$ cat config.mk
export PLATFORM = sky130hd
export DESIGN_NAME = adder_8bit_reg
export DESIGN_NICKNAME = d
export VERILOG_FILES = /design/src/rtl/adder_pkg.sv /design/src/rtl/full_adder_1bit.sv /design/src/rtl/adder_8bit_reg.sv
export SDC_FILE = /design/constraint.sdc
export NUM_CORES = 1
export LEC_CHECK = 0
export CORE_MARGIN = 8
export CORE_UTILIZATION = 30
export DETAILED_ROUTE_END_ITERATION = 8
export PLACE_DENSITY = 0.64
export SKIP_CTS_REPAIR_TIMING = 1
export SLEW_MARGIN = 20
export SYNTH_ARGS = -nofsm -noshare
export SYNTH_HDL_FRONTEND = slang
export SYNTH_HIERARCHICAL = 1
export SYNTH_SLANG_ARGS = --single-unit
$ cat constraint.sdc
create_clock -name clk -period 2.3 [get_ports clk]
set_clock_uncertainty 0.1 [all_clocks]
set_input_delay 0.23 -clock clk [delete_from_list [all_inputs] [get_ports clk]]
set_output_delay 0.23 -clock clk [all_outputs]
set_load 0.03 [all_outputs]
$ cat src/rtl/adder_pkg.sv
// Shared types and widths for the registered 8-bit adder.
package adder_pkg;

  localparam int ADD_W = 8;

  typedef logic [ADD_W-1:0] operand_t;
  typedef logic [ADD_W:0]   sum_t;

endpackage

$ cat src/rtl/full_adder_1bit.sv
// Single-bit full adder; one cell of the adder's ripple-carry chain.
module full_adder_1bit (
  input  logic a,
  input  logic b,
  input  logic ci,
  output logic s,
  output logic co
);

  assign s  = a ^ b ^ ci;
  assign co = (a & b) | (ci & (a ^ b));

endmodule

$ cat src/rtl/adder_8bit_reg.sv
// Registered 8-bit ripple-carry adder with carry-in/out and a valid strobe.
// Optional signed-overflow output is built when ADDER_8BIT_OVF_EN is defined.
module adder_8bit_reg
  import adder_pkg::*;
#(
  parameter int WIDTH = 8
) (
  input  logic             clk,
  input  logic             rst_n,
  input  logic             in_valid,
  input  logic [WIDTH-1:0] a,
  input  logic [WIDTH-1:0] b,
  input  logic             cin,
  output logic [WIDTH-1:0] r,
  output logic             cout,
  output logic             out_valid
`ifdef ADDER_8BIT_OVF_EN
  ,
  output logic             ovf
`endif
);

  logic [WIDTH:0] carry;
  sum_t           sum_n;
  operand_t       r_q, r_d;
  logic           cout_q, cout_d;
  logic           valid_q, valid_d;

  assign carry[0] = cin;

  for (genvar i = 0; i < WIDTH; i++) begin : g_ripple
    full_adder_1bit u_fa (
      .a  (a[i]),
      .b  (b[i]),
      .ci (carry[i]),
      .s  (sum_n[i]),
      .co (carry[i+1])
    );
  end

  assign sum_n[WIDTH] = carry[WIDTH];

  // Result holds while idle so garbage on idle inputs never reaches r/cout.
  always_comb begin
    r_d     = r_q;
    cout_d  = cout_q;
    valid_d = in_valid;
    if (in_valid) begin
      r_d    = sum_n[WIDTH-1:0];
      cout_d = sum_n[WIDTH];
    end
  end

  always_ff @(posedge clk or negedge rst_n) begin
    if (!rst_n) begin
      r_q     <= '0;
      cout_q  <= 1'b0;
      valid_q <= 1'b0;
    end else begin
      r_q     <= r_d;
      cout_q  <= cout_d;
      valid_q <= valid_d;
    end
  end

  assign r         = r_q;
  assign cout      = cout_q;
  assign out_valid = valid_q;

`ifdef ADDER_8BIT_OVF_EN
  logic ovf_q, ovf_d;

  always_comb begin
    ovf_d = ovf_q;
    if (in_valid) begin
      ovf_d = (a[WIDTH-1] == b[WIDTH-1]) && (sum_n[WIDTH-1] != a[WIDTH-1]);
    end
  end

  always_ff @(posedge clk or negedge rst_n) begin
    if (!rst_n) begin
      ovf_q <= 1'b0;
    end else begin
      ovf_q <= ovf_d;
    end
  end

  assign ovf = ovf_q;
`endif

endmodule

==> results of run 1 <==
## worst paths after layout
kind / slack, ns / cells past startpoint / endpoint
max in group asynchronous: 1.62 / 1 / out_valid
worst max register to register: 1.43 / 1 / r[6]
worst max-delay path: -1.27 / 10 / r[7]
min in group clk: 0.31 / 3 / r[0]
worst min-delay path: 0.18 / 1 / r[5]
worst min register to register: 0.41 / 1 / r[3]
## kinds of logic after synthesis
logic type	after synthesis
adders and majority gates	8
buffers and inverters	1
muxes	9
DFF	10
## flip-flops by register name (all words and copies together), names as in the netlist
| signal | cells |
|---|---|
| r | 8 |
| cout | 1 |
| out_valid | 1 |
## Yosys cell counts
cell type and number:
sky130_fd_sc_hd__buf_6 1, sky130_fd_sc_hd__mux2_4 9, sky130_fd_sc_hd__dfrtp_1 10, sky130_fd_sc_hd__fa_1 8
## critical path, delay by kind of cell
kind / cells / cell delay [ns]
adder cells (fa/ha/maj): 8 / 3.03
multiplexers: 1 / 0.26
buffers and inverters: 1 / 0.09
## power by group
group / internal [mW] / switching, mW / total [mW]
Clock: 0.0959 / 0.0591 / 0.155
Sequential: 0.213 / 0.0203 / 0.233
Combinational: 0.156 / 0.134 / 0.290
## per-stage QoR
| stage | setup WS, ns | power, mW | hold WS, ns | setup TNS, ns | util |
|---|---|---|---|---|---|
| after floorplan | -1.24 | 0.395 | -0.166 | -4.08 | - |
| after global placement | -1.78 | 0.529 | 0.392 | -7.14 | 0.508 |
| after detailed placement | -1.80 | 0.531 | 0.396 | -7.25 | 0.508 |
| after CTS | -1.51 | 0.690 | 0.193 | -5.46 | 0.529 |
| after global routing | -1.34 | 0.724 | 0.214 | -4.37 | 0.527 |
| final | -1.27 | 0.678 | 0.180 | -4.02 | 0.527 |
## area by class of cell
| type | count | area share |
|---|---|---|
| well taps | 25 | 0.0340 |
| flip-flops and latches | 10 | 0.272 |
| repair buffers | 29 | 0.312 |
| clock buffers | 4 | 0.0395 |
| multi-input cells | 17 | 0.343 |
## layer usage
metal,share of wire,global-route usage
met2,0.36,0.103
met1,0.47,0.0960
met5,0,0
met3,0.16,0.0694
met4,0.0034,0.0410
==> qor.json, run 1 <==
{
  "routed_length_per_placed_instance_um": 13.9,
  "synth_top_family_by_area": "adder cells",
  "grt_start_max_net_pins": 11,
  "drv_slew": 0,
  "synth_simple_gate_area_share": 0,
  "post-route-drc-count": 0,
  "final_critical_path_setup_slack_ns": -1.27,
  "layout.cells.most_common_list": "24 x sky130_fd_sc_hd__clkdlybuf4s50_1, 10 x sky130_fd_sc_hd__dfrtp_1, 9 x sky130_fd_sc_hd__mux2_4",
  "x_dimension_of_the_die_um": 59.1,
  "routed_wirelength_um": 1180,
  "critical_path.most_common_cell": "sky130_fd_sc_hd__fa_2",
  "place.gp.congestion": 0.681,
  "powerDensity_nw_per_um2": 737,
  "setup.worst_path.start": "cin",
  "syn-mean-instance-area_um2": 19.9,
  "synth-seq-area-share": 0.449,
  "path_cells": "buf_6 > fa_2 > fa_2 > fa_2 > fa_2 > fa_2 > fa_2 > fa_2 > fa_2 > mux2_4",
  "synth-warning-count": 6,
  "worst_tran_pin_value_ns": 0.639,
  "critPathArrivalTime_ns": 3.62,
  "syn-num-nets": 56,
  "netlist.area_leader.share": 0.449,
  "setup_viol_count_final": 5,
  "worst_skew_pair.late_latency_ns": 0.26,
  "vias": 356,
  "first_global_vias": 466,
  "cts.sink_count": 10,
  "period_minus_slack_ns": 3.57,
  "power_leakage_nw": 0.398,
  "synth_adder_area_share": 0.288,
  "critPathMaxFanout": 1,
  "post-route-cell-area_um2": 920,
  "synth_compound_gate_area_share": 0,
  "antenna-diode-count": 0,
  "design.core.area_um2": 1750,
  "worst-setup-path-type": "in -> reg",
  "drt.antenna.violating_nets": 0,
  "post_synth_main_area_contributors": "sky130_fd_sc_hd__dfrtp_1 45%, sky130_fd_sc_hd__fa_1 29%, sky130_fd_sc_hd__mux2_4 24%",
  "required_ns": 2.34,
  "initial_antenna_violation_count": 0,
  "post-dp-hpwl_um": 989,
  "tot_gr_track_use": 0.0829,
  "failing_checks": "negative setup slack",
  "synth.distinct_cells": 4,
  "synth_largest_area_cell": "sky130_fd_sc_hd__dfrtp_1",
  "detailedRoute.firstPassIterationCount": 1,
  "final-seq-area_um2": 250,
  "area.growth.synth_to_final_pct": 65.2,
  "post_synth_xor_area_fraction": 0,
  "dieHeight_um": 59.1,
  "drive_above_1_share": 0.400,
  "detail_route.vias_per_cell": 4.19,
  "synthMuxAreaShare": 0.243,
  "postPlaceCellArea_um2": 887,
  "placement.io_buffers": 29,
  "initial_utilization": 0.319,
  "unrepaired_setup_endpoints_after_global_routing": "yes",
  "fmax_mhz": 280,
  "cp-start-kind": "primary input",
  "cts_buffers": 3,
  "clock_path_buffers": 2,
  "hold_path.class": "in -> async",
  "place.detailed.instances": 81,
  "report.final.hold_viol_count": 0,
  "fillers": 149,
  "cap_viol_max_count": 0,
  "run_status": "complete, but fails checks",
  "fp.dieArea_um2": 3490,
  "synth_area_um2": 557,
  "grt_remaining_overflow": 0,
  "timing.critical_path.slowest_stage_cell": "sky130_fd_sc_hd__fa_2",
  "pin_count": 30,
  "synth_cells": 28,
  "max_stage_delay_on_crit_path_ns": 0.44,
  "irDropWorstVdd_v": 0.000265,
  "worstReg2RegStart": "r[6]",
  "tritoncts_clock_tree": "done",
  "row_count": 15,
  "critical_path.endpoint_type": "register",
  "multi_input_logic_area_um2": 315,
  "initialDrtViolationCount": 0,
  "grt_first_pass_wirelength_um": 2100,
  "clkSlewWorstSetupHoldPaths_ns": 0.07,
  "post_layout_nonfiller_instances": 85,
  "most_common_cell_after_layout_fill_and_taps_aside": "sky130_fd_sc_hd__clkdlybuf4s50_1",
  "finish.net_count": 89,
  "clk_root_buffer_cell": "sky130_fd_sc_hd__clkbuf_4",
  "finalCritPeriodShare": 1.55,
  "ys_seq_elements": 10,
  "htree_num_levels": 1,
  "timing.slew.headroom": 0.573
}
(Power assumes the default switching activity.)
==> run 2, diff against run 1 <==
CORE_MARGIN = 1.5   (was 8)
==> qor.json, run 2 (synthesized netlist as in run 1, its figures left out) <==
{
  "drive_above_1_share": {"value": 0.400, "change": "unchanged"},
  "place.gp.congestion": {"value": 0.642, "change": "-5.8%"},
  "switching_power": {"value": 210, "unit": "µW", "change": "-1.6%"},
  "powerDensity": {"value": 735, "unit": "nW/µm²", "change": "-0.31%"},
  "critical_path.most_common_cell": "sky130_fd_sc_hd__fa_2",
  "most_common_cell_after_layout_fill_and_taps_aside": "sky130_fd_sc_hd__clkdlybuf4s50_1",
  "detailedRoute.firstPassIterationCount": {"value": 1, "change": "unchanged"},
  "layout.cells.most_common_list": "24 x sky130_fd_sc_hd__clkdlybuf4s50_1, 10 x sky130_fd_sc_hd__dfrtp_1, 9 x sky130_fd_sc_hd__mux2_4",
  "cp-start-kind": "primary input",
  "worst_tran_pin_value": {"value": 0.629, "unit": "ns", "change": "-0.00964 ns"},
  "critical_path_depth": {"value": 10, "change": "unchanged"},
  "htree_num_levels": {"value": 1, "change": "unchanged"},
  "vias": {"value": 357, "change": "+0.28%"},
  "finalCritPeriodShare": {"value": 1.55, "change": "about the same"},
  "run_status": "complete, but fails checks",
  "routed_length_per_placed_instance": {"value": 12.1, "unit": "µm", "change": "-13%"},
  "clock_path_buffers": {"value": 2, "change": "unchanged"},
  "row_count": {"value": 15, "change": "unchanged"},
  "routed_wirelength": {"value": 1030, "unit": "µm", "change": "-13%"},
  "worst_skew_pair.late_latency": {"value": 0.25, "unit": "ns", "change": "about the same"},
  "initial_utilization": {"value": 0.322, "change": "+0.00347"},
  "grt_first_pass_wirelength": {"value": 1590, "unit": "µm", "change": "-25%"},
  "path_cells": "buf_6 > fa_2 > fa_2 > fa_2 > fa_2 > fa_2 > fa_2 > fa_2 > fa_2 > mux2_4",
  "first_global_vias": {"value": 368, "change": "-21%"},
  "place.detailed.instances": {"value": 81, "change": "unchanged"},
  "initial_antenna_violation_count": {"value": 0, "change": "unchanged"},
  "clock_power_share": {"value": 0.225, "change": "-0.004"},
  "fp.dieArea": {"value": 2120, "unit": "µm²", "change": "-39%"},
  "timing.slew.headroom": {"value": 0.579, "change": "+0.00645"},
  "postPlaceCellArea": {"value": 887, "unit": "µm²", "change": "unchanged"},
  "clk_root_buffer_cell": "sky130_fd_sc_hd__clkbuf_4",
  "critical_path.endpoint_type": "register",
  "rr_worst_depth": {"value": 1, "change": "unchanged"},
  "clkSlewWorstSetupHoldPaths": {"value": 0.07, "unit": "ns", "change": "about the same"},
  "share_seq_of_total_power": {"value": 0.345, "change": "about the same"},
  "max_stage_delay_on_crit_path": {"value": 0.44, "unit": "ns", "change": "about the same"},
  "cell_internal_pwr": {"value": 466, "unit": "µW", "change": "+0.27%"},
  "worst-setup-path-type": "in -> reg",
  "largest_register_ff_count": {"value": 8, "change": "unchanged"},
  "hold_path.class": "in -> async",
  "pin_count": {"value": 30, "change": "unchanged"},
  "tritoncts_clock_tree": "done",
  "tot_gr_track_use": {"value": 0.109, "change": "+0.0264"},
  "cp_top_family": "adder cells",
  "post_layout_nonfiller_instances": {"value": 85, "change": "unchanged"},
  "cts_buffers": {"value": 3, "change": "unchanged"},
  "final_util": {"value": 0.533, "change": "+0.00573"},
  "irDropWorstVdd": {"value": 0.000345, "unit": "V", "change": "+30%"},
  "final-seq-area": {"value": 250, "unit": "µm²", "change": "unchanged"},
  "period_minus_slack": {"value": 3.57, "unit": "ns", "change": "-0.000550 ns"},
  "cp.buffers_inverters": {"value": 1, "change": "unchanged"},
  "unrepaired_setup_endpoints_after_global_routing": "yes",
  "design.core.area": {"value": 1730, "unit": "µm²", "change": "-1.1%"},
  "post-dp-hpwl": {"value": 830, "unit": "µm", "change": "-16%"},
  "fillers": {"value": 149, "change": "unchanged"},
  "failing_checks": "negative setup slack",
  "switch_share": {"value": 0.310, "change": "-0.00395"},
  "placement.io_buffers": {"value": 29, "change": "unchanged"},
  "setup_viol_count_final": {"value": 5, "change": "unchanged"},
  "area.growth.synth_to_final": {"value": 65.2, "unit": "%", "change": "unchanged"},
  "timing.setup.tns": {"value": -4.03, "unit": "ns", "change": "-0.0112 ns"},
  "initialDrtViolationCount": {"value": 0, "change": "unchanged"},
  "power_frac_comb": {"value": 0.429, "change": "+0.002"},
  "multi_input_logic_area": {"value": 315, "unit": "µm²", "change": "unchanged"},
  "cts.sink_count": {"value": 10, "change": "unchanged"},
  "critPathArrivalTime": {"value": 3.61, "unit": "ns", "change": "about the same"},
  "dieHeight": {"value": 46.1, "unit": "µm", "change": "-22%"},
  "drt.antenna.violating_nets": {"value": 0, "change": "unchanged"},
  "x_dimension_of_the_die": {"value": 46.1, "unit": "µm", "change": "-22%"},
  "post-route-drc-count": {"value": 0, "change": "unchanged"},
  "antenna-diode-count": {"value": 0, "change": "unchanged"},
  "critPathMaxFanout": {"value": 1, "change": "unchanged"},
  "power_leakage": {"value": 0.398, "unit": "nW", "change": "unchanged"},
  "timing.critical_path.slowest_stage_cell": "sky130_fd_sc_hd__fa_2",
  "grt_remaining_overflow": {"value": 0, "change": "unchanged"},
  "cap_viol_max_count": {"value": 0, "change": "unchanged"},
  "drv_slew": {"value": 0, "change": "unchanged"},
  "detail_route.vias_per_cell": {"value": 4.20, "change": "+0.28%"},
  "grt_start_max_net_pins": {"value": 11, "change": "unchanged"},
  "fmax": {"value": 280, "unit": "MHz", "change": "about the same"},
  "final_critical_path_setup_slack": {"value": -1.27, "unit": "ns", "change": "+0.000550 ns"},
  "post-route-cell-area": {"value": 920, "unit": "µm²", "change": "unchanged"},
  "finish.net_count": {"value": 89, "change": "unchanged"},
  "required": {"value": 2.34, "unit": "ns", "change": "about the same"},
  "report.final.hold_viol_count": {"value": 0, "change": "unchanged"}
}
[run 2: cell counts in the layout (fill, tap and decap cells not counted)]
Identical to the previous run, type by type.
[run 2: worst paths after layout]
path / from / to / slack, ns
worst max-delay path: cin / r[7] / -1.27
worst min-delay path: rst_n / r[2] / 0.18
worst max register to register: r[5] / r[5] / 1.43
worst min register to register: r[0] / r[0] / 0.41
max in group asynchronous: rst_n / r[4] / 1.61
min in group clk: cin / r[0] / 0.31
[run 2: layer usage]
metal,GRT usage,up-vias,share of wire
met1,0.142,177,0.40
met4,0.0343,0,0
li1,-,158,-
met3,0.0471,0,0.11
met2,0.164,22,0.49
met5,0,-,0
[run 2: final cells by class]
| cell class | count | area share |
|---|---|---|
| multi-input cells | 17 | 0.343 |
| repair buffers | 29 | 0.312 |
| flip-flops and latches | 10 | 0.272 |
| clock buffers | 4 | 0.0395 |
| well taps | 25 | 0.0340 |
[run 2: through the flow]
stage / hold WS (ns) / power, mW / setup slack [ns]
final: 0.182 / 0.676 / -1.27
after global routing: 0.225 / 0.715 / -1.35
after CTS: 0.193 / 0.689 / -1.50
after detailed placement: 0.395 / 0.530 / -1.79
after global placement: 0.393 / 0.530 / -1.76
after floorplan: -0.166 / 0.395 / -1.24
[run 2: power by group through the flow]
stage / registers [mW] / clock network, mW / logic [mW]
4_1_cts: 0.234 / 0.159 / 0.296
3_3_place_gp: 0.236 / 0 / 0.294
6_report: 0.234 / 0.152 / 0.290
3_5_place_dp: 0.235 / 0 / 0.295
5_1_grt: 0.237 / 0.168 / 0.310
2_1_floorplan: 0.310 / 0 / 0.0848
==> run 3, diff against run 2 <==
MAX_ROUTING_LAYER = met4   (was unset)
==> qor.json, run 3 (synthesized netlist as in run 1, its figures left out) <==
{
  "run_status": "complete, but fails checks",
  "failing_checks": "negative setup slack",
  "place.detailed.instances": {"value": 81, "change": "unchanged"},
  "hold_path.class": "in -> async",
  "reg2reg_to": "r[5]",
  "htree_num_levels": {"value": 1, "change": "unchanged"},
  "most_common_cell_after_layout_fill_and_taps_aside": "sky130_fd_sc_hd__clkdlybuf4s50_1",
  "initial_utilization": {"value": 0.322, "change": "unchanged"},
  "x_dimension_of_the_die": {"value": 46.1, "unit": "µm", "change": "unchanged"},
  "switching_power": {"value": 210, "unit": "µW", "change": "about the same"},
  "detailedRoute.firstPassIterationCount": {"value": 1, "change": "unchanged"},
  "fmax": {"value": 280, "unit": "MHz", "change": "about the same"},
  "initialDrtViolationCount": {"value": 0, "change": "unchanged"},
  "critical_path.endpoint_type": "register",
  "initial_antenna_violation_count": {"value": 0, "change": "unchanged"},
  "cp-start-kind": "primary input",
  "place.gp.congestion": {"value": 0.648, "change": "+0.86%"},
  "power_leakage": {"value": 0.398, "unit": "nW", "change": "unchanged"},
  "area.growth.synth_to_final": {"value": 65.2, "unit": "%", "change": "unchanged"},
  "worst_tran_pin_value": {"value": 0.629, "unit": "ns", "change": "+0.0000147 ns"},
  "clkSlewWorstSetupHoldPaths": {"value": 0.07, "unit": "ns", "change": "about the same"},
  "routed_wirelength": {"value": 1030, "unit": "µm", "change": "unchanged"},
  "worst_skew_pair.late_latency": {"value": 0.25, "unit": "ns", "change": "about the same"},
  "row_count": {"value": 15, "change": "unchanged"},
  "clock_power_share": {"value": 0.225, "change": "about the same"},
  "detail_route.vias_per_cell": {"value": 4.20, "change": "unchanged"},
  "drive_above_1_share": {"value": 0.400, "change": "unchanged"},
  "cell_internal_pwr": {"value": 466, "unit": "µW", "change": "unchanged"},
  "fin_worst_hold_slack": {"value": 0.182, "unit": "ns", "change": "+0.0000320 ns"},
  "cts_buffers": {"value": 3, "change": "unchanged"},
  "grt_remaining_overflow": {"value": 0, "change": "unchanged"},
  "layout.cells.most_common_list": "24 x sky130_fd_sc_hd__clkdlybuf4s50_1, 10 x sky130_fd_sc_hd__dfrtp_1, 9 x sky130_fd_sc_hd__mux2_4",
  "rr_worst_depth": {"value": 1, "change": "unchanged"},
  "drv_slew": {"value": 0, "change": "unchanged"},
  "cap_viol_max_count": {"value": 0, "change": "unchanged"},
  "irDropWorstVdd": {"value": 0.000345, "unit": "V", "change": "unchanged"},
  "timing.slew.headroom": {"value": 0.579, "change": "about the same"},
  "share_seq_of_total_power": {"value": 0.345, "change": "about the same"},
  "post-route-cell-area": {"value": 920, "unit": "µm²", "change": "unchanged"},
  "dieHeight": {"value": 46.1, "unit": "µm", "change": "unchanged"},
  "design.core.area": {"value": 1730, "unit": "µm²", "change": "unchanged"},
  "critPathMaxFanout": {"value": 1, "change": "unchanged"},
  "tritoncts_clock_tree": "done",
  "setup_viol_count_final": {"value": 5, "change": "unchanged"},
  "cts.sink_count": {"value": 10, "change": "unchanged"},
  "required": {"value": 2.34, "unit": "ns", "change": "about the same"},
  "powerDensity": {"value": 735, "unit": "nW/µm²", "change": "about the same"},
  "pre_cts_ws": {"value": -1.79, "unit": "ns", "change": "unchanged"},
  "post-route-drc-count": {"value": 0, "change": "unchanged"},
  "fp.dieArea": {"value": 2120, "unit": "µm²", "change": "unchanged"},
  "first_global_vias": {"value": 367, "change": "-0.27%"},
  "antenna-diode-count": {"value": 0, "change": "unchanged"},
  "largest_register_ff_count": {"value": 8, "change": "unchanged"},
  "pin_count": {"value": 30, "change": "unchanged"},
  "unrepaired_setup_endpoints_after_global_routing": "yes",
  "finalCritPeriodShare": {"value": 1.55, "change": "about the same"},
  "clk_root_buffer_cell": "sky130_fd_sc_hd__clkbuf_4",
  "critPathArrivalTime": {"value": 3.61, "unit": "ns", "change": "about the same"},
  "final_critical_path_setup_slack": {"value": -1.27, "unit": "ns", "change": "-0.0000200 ns"},
  "placement.io_buffers": {"value": 29, "change": "unchanged"},
  "worstReg2RegStart": "r[5]",
  "vias": {"value": 357, "change": "unchanged"},
  "clock_path_buffers": {"value": 2, "change": "unchanged"},
  "report.final.hold_viol_count": {"value": 0, "change": "unchanged"},
  "switch_share": {"value": 0.310, "change": "about the same"},
  "worst-setup-path-type": "in -> reg",
  "power_frac_comb": {"value": 0.429, "change": "about the same"},
  "period_minus_slack": {"value": 3.57, "unit": "ns", "change": "+0.0000200 ns"},
  "drt.antenna.violating_nets": {"value": 0, "change": "unchanged"},
  "routed_length_per_placed_instance": {"value": 12.1, "unit": "µm", "change": "unchanged"},
  "post_layout_nonfiller_instances": {"value": 85, "change": "unchanged"},
  "timing.reg2reg.setup_slack": {"value": 1.43, "unit": "ns", "change": "about the same"},
  "grt_start_max_net_pins": {"value": 11, "change": "unchanged"},
  "post-dp-hpwl": {"value": 830, "unit": "µm", "change": "unchanged"},
  "finish.net_count": {"value": 89, "change": "unchanged"},
  "postPlaceCellArea": {"value": 887, "unit": "µm²", "change": "unchanged"},
  "grt_first_pass_wirelength": {"value": 1590, "unit": "µm", "change": "unchanged"},
  "tot_gr_track_use": {"value": 0.113, "change": "+0.00321"}
}
run 3: cell counts in the layout (fill, tap and decap cells not counted):
No cell type changed its count.
run 3: worst max-delay path by stage:
stage | end | from | slack [ns]
final | r[7] | cin | -1.27
after global routing | r[7] | cin | -1.35
after CTS | r[7] | a[0] | -1.50
after detailed placement | r[7] | a[0] | -1.79
after global placement | r[7] | a[0] | -1.76
after floorplan | r[7] | a[0] | -1.24
run 3: metal layers:
| layer | global-route usage | part of all wire |
|---|---|---|
| met5 | - | 0 |
| met4 | 0.0343 | 0 |
| met3 | 0.0471 | 0.11 |
| met2 | 0.164 | 0.49 |
| met1 | 0.142 | 0.40 |
run 3: critical path: stages:
cell and delay, ns:
sky130_fd_sc_hd__buf_6 0.09, sky130_fd_sc_hd__fa_2 0.38, sky130_fd_sc_hd__fa_2 0.35, sky130_fd_sc_hd__fa_2 0.37, sky130_fd_sc_hd__fa_2 0.37, sky130_fd_sc_hd__fa_2 0.37
sky130_fd_sc_hd__fa_2 0.37, sky130_fd_sc_hd__fa_2 0.37, sky130_fd_sc_hd__fa_2 0.44, sky130_fd_sc_hd__mux2_4 0.26
run 3: stage by stage:
step	total power [mW]	setup TNS, ns	util
2_1_floorplan	0.395	-4.08	-
3_3_place_gp	0.530	-7.10	0.514
3_5_place_dp	0.530	-7.20	0.514
4_1_cts	0.689	-5.47	0.535
5_1_grt	0.715	-4.36	0.533
6_report	0.676	-4.03	0.533
run 3: cell type report:
type                       count  area, µm²
multi-input combinational     17        315
fill                         149        807
tap                           25       31.3
clock buffer                   4       36.3
timing repair buffer          29        287
sequential                    10        250
run 3: power by group through the flow:
stage / Clock (mW) / Combinational (mW) / Sequential [mW]
floorplan: 0 / 0.0848 / 0.310
detailed placement: 0 / 0.295 / 0.235
global placement: 0 / 0.294 / 0.236
global route: 0.168 / 0.310 / 0.237
finish: 0.152 / 0.290 / 0.234
CTS: 0.159 / 0.296 / 0.234
